==> src/rtl/ads1118_spi_responder.sv <==
// ADS1118-style SPI slave: shifts out conversion codes, captures config words.
// All SPI pins are synchronized into the 50 MHz domain before use.
`timescale 1ns/1ps
module ads1118_spi_responder (
  input  logic        CLK_50M,
  input  logic        rst,
  input  logic        sclk,
  input  logic        CS,
  input  logic        DIN,
  output logic        DOUT,
  input  logic [15:0] sample_data,
  input  logic        sample_valid,
  output logic [15:0] cfg_word,
  output logic        cfg_valid,
  output logic        frame_err,
  output logic        data_ready
);

  typedef enum logic [1:0] {
    ST_IDLE,
    ST_SHIFT,
    ST_DONE
  } state_t;

  logic [1:0]  r_sclk_s;
  logic [1:0]  r_cs_s;
  logic [1:0]  r_din_s;
  logic        r_sclk_d;
  logic        r_cs_d;

  state_t      r_state;
  logic [14:0] r_tx;
  logic [15:0] r_rx;
  logic [5:0]  r_bitcnt;
  logic        r_first;
  logic [15:0] r_pending;
  logic        r_dout;
  logic [15:0] r_cfg;
  logic        r_cfg_valid;
  logic        r_frame_err;
  logic        r_data_ready;

  logic        w_sclk_rise;
  logic        w_sclk_fall;
  logic        w_cs_rise;
  logic        w_cs_fall;
  logic        w_din;
  logic [15:0] w_result;

  // Two-flop synchronizers plus one edge-detect stage. CS resets to the
  // "low" value so a frame already running at reset release never shows
  // a falling edge until CS has first been seen high.
  always_ff @(posedge CLK_50M) begin
    if (rst) begin
      r_sclk_s <= 2'b00;
      r_cs_s   <= 2'b00;
      r_din_s  <= 2'b00;
      r_sclk_d <= 1'b0;
      r_cs_d   <= 1'b0;
    end else begin
      r_sclk_s <= {r_sclk_s[0], sclk};
      r_cs_s   <= {r_cs_s[0], CS};
      r_din_s  <= {r_din_s[0], DIN};
      r_sclk_d <= r_sclk_s[1];
      r_cs_d   <= r_cs_s[1];
    end
  end

  assign w_sclk_rise = r_sclk_s[1] & ~r_sclk_d;
  assign w_sclk_fall = ~r_sclk_s[1] & r_sclk_d;
  assign w_cs_rise   = r_cs_s[1] & ~r_cs_d;
  assign w_cs_fall   = ~r_cs_s[1] & r_cs_d;
  assign w_din       = r_din_s[1];

  // A sample arriving on the frame-start cycle wins over the pending one.
  assign w_result = sample_valid ? sample_data : r_pending;

  // Frame FSM: load on CS fall, shift on sclk edges, evaluate on CS rise.
  always_ff @(posedge CLK_50M) begin
    if (rst) begin
      r_state      <= ST_IDLE;
      r_tx         <= 15'h0000;
      r_rx         <= 16'h0000;
      r_bitcnt     <= 6'd0;
      r_first      <= 1'b0;
      r_pending    <= 16'h0000;
      r_dout       <= 1'b0;
      r_cfg        <= 16'h058B;
      r_cfg_valid  <= 1'b0;
      r_frame_err  <= 1'b0;
      r_data_ready <= 1'b0;
    end else begin
      r_cfg_valid <= 1'b0;
      r_frame_err <= 1'b0;
      if (sample_valid) begin
        r_pending    <= sample_data;
        r_data_ready <= 1'b1;
      end
      unique case (r_state)
        ST_IDLE: begin
          r_dout <= 1'b0;
          if (w_cs_fall) begin
            r_state      <= ST_SHIFT;
            r_tx         <= w_result[14:0];
            r_dout       <= w_result[15];
            r_rx         <= 16'h0000;
            r_bitcnt     <= 6'd0;
            r_first      <= 1'b1;
            r_data_ready <= 1'b0;
          end
        end
        ST_SHIFT: begin
          if (w_cs_rise) begin
            r_state <= ST_DONE;
            r_dout  <= 1'b0;
          end else if (w_sclk_rise) begin
            // MSB is already on the pin, so the first rise only arms shifting.
            r_first <= 1'b0;
            if (!r_first) begin
              r_tx   <= {r_tx[13:0], 1'b0};
              r_dout <= r_tx[14];
            end
          end else if (w_sclk_fall) begin
            r_rx <= {r_rx[14:0], w_din};
            if (r_bitcnt != 6'd63) begin
              r_bitcnt <= r_bitcnt + 6'd1;
            end
          end
        end
        ST_DONE: begin
          r_state <= ST_IDLE;
          if (r_bitcnt == 6'd16) begin
            // NOP field must be 01 for a write; bit 0 is reserved, reads as 1.
            if (r_rx[2:1] == 2'b01) begin
              r_cfg       <= r_rx | 16'h0001;
              r_cfg_valid <= 1'b1;
            end
          end else begin
            r_frame_err <= 1'b1;
          end
        end
        default: r_state <= ST_IDLE;
      endcase
    end
  end

  assign DOUT       = r_dout;
  assign cfg_word   = r_cfg;
  assign cfg_valid  = r_cfg_valid;
  assign frame_err  = r_frame_err;
  assign data_ready = r_data_ready;

endmodule

==> config.mk <==
export PLATFORM = sky130hd
export DESIGN_NAME = ads1118_spi_responder
export DESIGN_NICKNAME = d
export VERILOG_FILES = /design/src/rtl/ads1118_spi_responder.sv
export SDC_FILE = /design/constraint.sdc
export NUM_CORES = 1
export LEC_CHECK = 0
export ABC_AREA = 1
export BUFFER_PORTS_ARGS = -buffer_cell sky130_fd_sc_hd__buf_2
export CAP_MARGIN = 20
export CORE_MARGIN = 4
export CORE_UTILIZATION = 51
export DETAILED_ROUTE_END_ITERATION = 7
export PLACE_DENSITY = 0.74
export SLEW_MARGIN = 20
export SYNTH_ARGS = -nofsm -noshare
export SYNTH_HDL_FRONTEND = slang
export SYNTH_SLANG_ARGS = --single-unit
==> constraint.sdc <==
create_clock -name CLK_50M -period 1.45 [get_ports CLK_50M]
set_input_delay 0 -clock CLK_50M [delete_from_list [all_inputs] [get_ports CLK_50M]]
set_output_delay 0 -clock CLK_50M [all_outputs]
set_load 0.02 [all_outputs]
==> run metrics, run 1 <==
status=finished, final reports clean; area delta synth->final=26.9%; WL/cell=~12 um; Leak Pwr=1.76 nW; Final Cycle Share=0.973; Final setup viols=0; Netlist cell types=26; fraction of layout cells with a size suffix above 1=0.253; via count=2,956; worst skew pair latency=350 ps; top-count cell post-synth=nor2_1; YS warnings=0; Gate Count Post-Synth=436; number of global-route vias before repair=2,698; post-synthesis sequential area ratio=0.504; CP max stage cell=dfxtp_2; Slew Limit Fails=0; post-synth net total=460; via density per instance=5.01; Post-synth ARST share=0; top cells by count, synth=86 x nor2_1, 83 x dfxtp_1, 70 x nand2_1; Initial Util=0.522; worst vdd ir=952 uV; CP required=~1700 ps; GRT Residual Overflow=0; maxcap violations=0; HPWL after DPL=4610 um; fmax=709 MHz; # H-tree levels=3; Placer Congestion=roughly 0.89; total power=4.56 mW; Inst Count DP=between 500 and 600; class of the worst hold path=primary input to flip-flop; Worst-path clk slew=about 80 ps; top_reg_cell synth=dfxtp_1; die width=88.4 um; Synth area leader=dfxtp_1; CTS tree=yes; drt drc=0; Syn Area/Cell=7.56 um^2; CTS Buf Count=9; non-filler instance count after layout=just under 600; drt pass-1 iters=4; number of flops mapped to enable cells by yosys=0; clock root buffer=clkbuf_8; # clock sinks=83; initial antenna violation count=0; die area=7810 um^2; Critical Path Start Type=flip-flop; Synth top area share=0.504; Core Rows=29; mapped cell area=3300 um^2; DR iter-0 viols=around 130; I/O Buffers=40; Routed Antenna Nets=0; Crit path largest cell delay=360 ps; number of diodes=0; GR Util All Layers=0.188; Critical Path AT=about 1700 ps; first-pass GRT wire length=11,700 um; Die Span Y=slightly below 90 um; I/O pin cnt=42; RSZ-0062 raised after global routing=yes; Setup TNS=0 ps; critical path cell sequence=inv_2 -> nor2_4 -> nand2_4 -> a21oi_4 -> buf_6 -> buf_4 -> nand3_1 -> a21oi_1; PD cells=~1100 nW/um^2; largest net degree at the start of global routing=42; nature of the critical path endpoint=flip-flop; peak fanout along the critical path=5; Final Routed Wirelength=6990 um; fin crit period=about 1400 ps; largest cells by area after synthesis=dfxtp_1 50%, nor2_1 9.8%, o21ai_0 8.3%; Fin. Hold Viols=0; synthesized flop and latch total=83; core box area=6310 um^2; Longest Clk Path Bufs=2; # nets final=about 530; Worst Skew=9.68 ps; kind of critical path=flip-flop to flip-flop
[where the power goes]
part	internal, mW	total (mW)	switching (mW)
clock network	0.973	1.78	0.811
registers	2.35	2.38	0.0296
logic	0.181	0.399	0.218
[area by class of cell]
class	instances	area [um^2]
Clock buffer	10	128
Clock inverter	6	90.1
Fill cell	523	2130
Inverter	25	104
Multi-Input combinational cell	303	1460
Sequential cell	83	1670
Tap cell	77	96.3
Timing Repair Buffer	86	641
[flip-flops by register name, summed over array words and instances (netlist names)]
name / flops
r_sclk_s: 2
r_state: 2
r_pending: 16
cfg_word: 15
r_first: 1
r_bitcnt: 6
r_rx: 16
r_cs_s: 2
cfg_valid: 1
data_ready: 1
DOUT: 1
r_cs_d: 1
r_tx: 15
r_din_s: 2
r_sclk_d: 1
frame_err: 1
[stage by stage]
stage	setup WS (ps)	hold slack, ps	instance area [um^2]	util
after floorplan	47.9	107	3300	-
after global placement	26.0	200	3630	0.575
after detailed placement	-46.7	213	3630	0.575
after CTS	14.4	92.2	4050	0.642
after global routing	-45.7	109	4190	0.663
final	39.3	92.4	4190	0.663
[cells by family after synthesis]
| family | synth area share |
|---|---|
| AOI/OAI and AO/OA | 0.130 |
| buffers and inverters | 0.0721 |
| other | 0.00114 |
| and+or+nand+nor | 0.279 |
| adders and majority gates | 0.00759 |
| xor gates and xnor gates | 0.00266 |
| DFF | 0.504 |
| muxes | 0.00304 |
[critical path: cells and delay by family, from the launching register on]
family,cells,cell delay [ps]
buffers and inverters,3,330
and+or+nand+nor,3,330
AOI/OAI and AO/OA,2,340
DFF,1,360
[path summary, 6_finish.rpt]
kind | start | to | slack (ps) | cells past startpoint
hold / removal | rst | r_cs_s[1]$_SDFF_PP0_ | 90 | 3
setup reg to reg | r_state[0]$_SDFFE_PP0P_ | r_bitcnt[3]$_SDFFE_PP0P_ | 40 | 8
hold reg to reg | r_cs_s[0]$_SDFF_PP0_ | r_cs_s[1]$_SDFF_PP0_ | 400 | 2
setup / recovery | r_state[0]$_SDFFE_PP0P_ | r_bitcnt[3]$_SDFFE_PP0P_ | 40 | 8
[layer usage]
metal	wire length, um	global-route usage
met5	0	0
met4	74	0.0522
met3	296	0.0568
met2	3360	0.316
met1	3260	0.233
[cells in the final DEF, fill, tap and decap left out, types with 2 or more instances in the layout]
cell type and n:
nand2_2 5, or2_2 14, clkinv_4 3, clkbuf_8 9
buf_6 6, o21ai_0 42, inv_2 2, dfxtp_1 78
nor2_1 79, nand2_4 4, buf_4 19, buf_12 2
nand3_1 31, a21oi_1 24, ha_1 2, nor2_2 9
inv_4 2, nand2_1 66, inv_1 20, o21ai_2 2
nor3_1 3, dlygate4sd3_1 19, dfxtp_2 4, nand4_1 2
o21ai_1 12, buf_2 40, bufinv_16 2
[repair_timing]
item	CTS	global route
pin swaps	0	4
gates resized for setup	6	45
setup endpoints to repair	18	48
setup buffers	0	3
cloned	0	2
hold buffers	19	0
hold endpoints to repair	19	0
(Power assumes the default switching activity.)
==> inputs of run 2 (changes only) <==
- PLACE_DENSITY: 0.74 -> 0.72
- clock period: 1.45 -> 1.7 ns (I/O delays scaled with it)
==> run 2 against run 1 <==
Compared with the run above: clock-buffer cell count rose by 1; routed wire length fell by 3.0%; first-iteration DRC count increased by 2.2%; register-to-register slack better by 96 ps; final cell count decreased by 3.2%; sequential share of layout area grew 3.1 points; clock power is 31% lower; flip-flop and latch count did not move; combinational power shrank 27%; critical path type unchanged; critical endpoint is now r_bitcnt[4]$_SDFFE_PP0P_; largest cell class unchanged.
==> run metrics, run 2 (synthesis results as in run 1) <==
status=finished, final reports clean; largest net degree at the start of global routing=52; Core Rows=29; actual slew at the worst max-slew pin=530 ps; class of the worst hold path=primary input to flip-flop; Placed Area=around 3500 um^2; fin crit period=1570 ps; Leak Pwr=roughly 1.6 nW; post-CTS setup buffer count=0; Die Span Y=88.4 um; Worst R2R Start=r_bitcnt[1]$_SDFFE_PP0P_; CTS Buf Count=9; GR Util All Layers=0.193; RSZ-0062 raised after global routing=no; I/O Buffers=40; WL/cell=11.9 um; Fin. Hold Viols=0; Critical Path AT=1850 ps; Initial Util=0.522; die area=7810 um^2; kind of critical path=flip-flop to flip-flop; peak fanout along the critical path=7; fraction of layout cells with a size suffix above 1=0.188; worst vdd ir=approximately 490 uV; commonest non-fill, non-tap cell in the layout=nor2_1; CP required=1980 ps; # clock sinks=83; Filler cells=slightly below 600; hold depth=3; Slew Limit Fails=0; Placer Congestion=0.860; number of global-route vias before repair=between 2,000 and 3,000; fmax=about 640 MHz; worst skew pair latency=360 ps; startpoint of the worst hold path=sample_valid; Stages on worst setup path=7; die width=between 80 and 90 um; Worst-path clk slew=80 ps; PD cells=916 nW/um^2; Min-Delay Endpoint=r_pending[15]$_SDFF_PP0_; first-pass GRT wire length=12,000 um; via density per instance=5.01; I/O pin cnt=42; most used cell, CP=nand2_2; most frequent cells in the layout=86 x nor2_1, 81 x dfxtp_1, 69 x nand2_1; Worst Skew=about 11 ps; area delta synth->final=17.5%; Worst Path Buf+Inv=0; nature of the critical path endpoint=flip-flop; via count=2,860; critical path cell sequence=ha_1 -> nand3_1 -> o21ai_0 -> nand2_2 -> nand2_2 -> nand2_1 -> a21oi_1; DR iter-0 viols=between 100 and 150; Final Routed Wirelength=6780 um; CTS tree=yes; FF-to-FF End=r_bitcnt[4]$_SDFFE_PP0P_; Routed Antenna Nets=0; Setup TNS=0 ps; Top Registers=r_pending x16, r_rx x16; Critical Path Start Type=flip-flop; HPWL after DPL=4200 um; core box area=roughly 6300 um^2; clock root buffer=clkbuf_8; # H-tree levels=3; worst-case reg-to-reg path depth=7; cell area after layout=3870 um^2; initial antenna violation count=0; drt pass-1 iters=5; maxcap violations=0; Crit path largest cell delay=440 ps; drt drc=0; Relative slew margins=0.647; CP max stage cell=dfxtp_1; number of diodes=0; # nets final=514; Final setup viols=0; Final Cycle Share=0.921; CP delay by family, top=simple AND/OR/NAND/NOR gates; Longest Clk Path Bufs=2; r2r setup slk=around 130 ps; GRT Residual Overflow=0
==> run 2: cell count changes in the layout (fill, tap and decap cells not counted), sizes merged <==
| cell | previous run | this run |
|---|---|---|
| buf | 67 | 49 |
| bufinv | 2 | 0 |
| clkbuf | 10 | 11 |
| clkinv | 4 | 2 |
| clkinvlp | 1 | 2 |
| inv | 24 | 25 |
==> run 2: worst reg2reg max path: stages, from the launching register on <==
cell	delay, ps
dfxtp_1	440
ha_1	250
nand3_1	110
o21ai_0	230
nand2_2	140
nand2_2	150
nand2_1	60
a21oi_1	120
==> run 2: per-layer routing <==
metal	vias up	share of wire	GRT usage
li1	1500	-	-
met1	1290	0.48	0.247
met2	59	0.47	0.313
met3	11	0.044	0.0475
met4	0	0.015	0.0797
met5	-	0	0
==> run 2: timing repair <==
item / in CTS / in global routing
setup endpoints to repair: 0 / 6
endpoints found under the hold margin: 19 / 0
hold buffers: 19 / 0
resized for setup: 0 / 3
==> run 2: layout make-up <==
type                       instances  area [um^2]  share of cell area
clock inverter                     4         28.8             0.00743
timing repair buffer              68          458               0.118
clock buffer                      11          131              0.0339
multi-input combinational        303         1400               0.362
tap                               77         96.3              0.0249
inverter                          25         93.8              0.0242
sequential                        83         1660               0.430
==> run 2: report_power, final <==
| part | switching, mW | internal [mW] | total [mW] |
|---|---|---|---|
| Clock | 0.701 | 0.524 | 1.22 |
| Combinational | 0.169 | 0.123 | 0.292 |
| Sequential | 0.0251 | 2.00 | 2.03 |
| Total | 0.896 | 2.65 | 3.55 |
==> run 2: how the worst max path moves through the flow <==
| stage | from | to |
|---|---|---|
| 4_1_cts | r_bitcnt[0]$_SDFFE_PP0P_ | r_bitcnt[4]$_SDFFE_PP0P_ |
| 2_1_floorplan | r_bitcnt[0]$_SDFFE_PP0P_ | cfg_word[11]$_SDFFE_PP0P_ |
| 3_3_place_gp | r_bitcnt[0]$_SDFFE_PP0P_ | cfg_word[4]$_SDFFE_PP0P_ |
| 6_report | r_bitcnt[1]$_SDFFE_PP0P_ | r_bitcnt[4]$_SDFFE_PP0P_ |
| 3_5_place_dp | r_bitcnt[0]$_SDFFE_PP0P_ | cfg_word[4]$_SDFFE_PP0P_ |
| 5_1_grt | r_bitcnt[1]$_SDFFE_PP0P_ | r_bitcnt[2]$_SDFFE_PP0P_ |
==> run 2: metrics by stage <==
step	total power [mW]	util	std cells	hold slack [ps]	worst slack, ps
floorplan	2.26	-	436	107	298
global placement	2.32	0.557	537	201	170
detailed placement	2.33	0.557	537	208	142
CTS	3.59	0.613	571	41.7	133
global route	3.72	0.613	571	109	2.06
finish	3.55	0.613	571	64.8	135
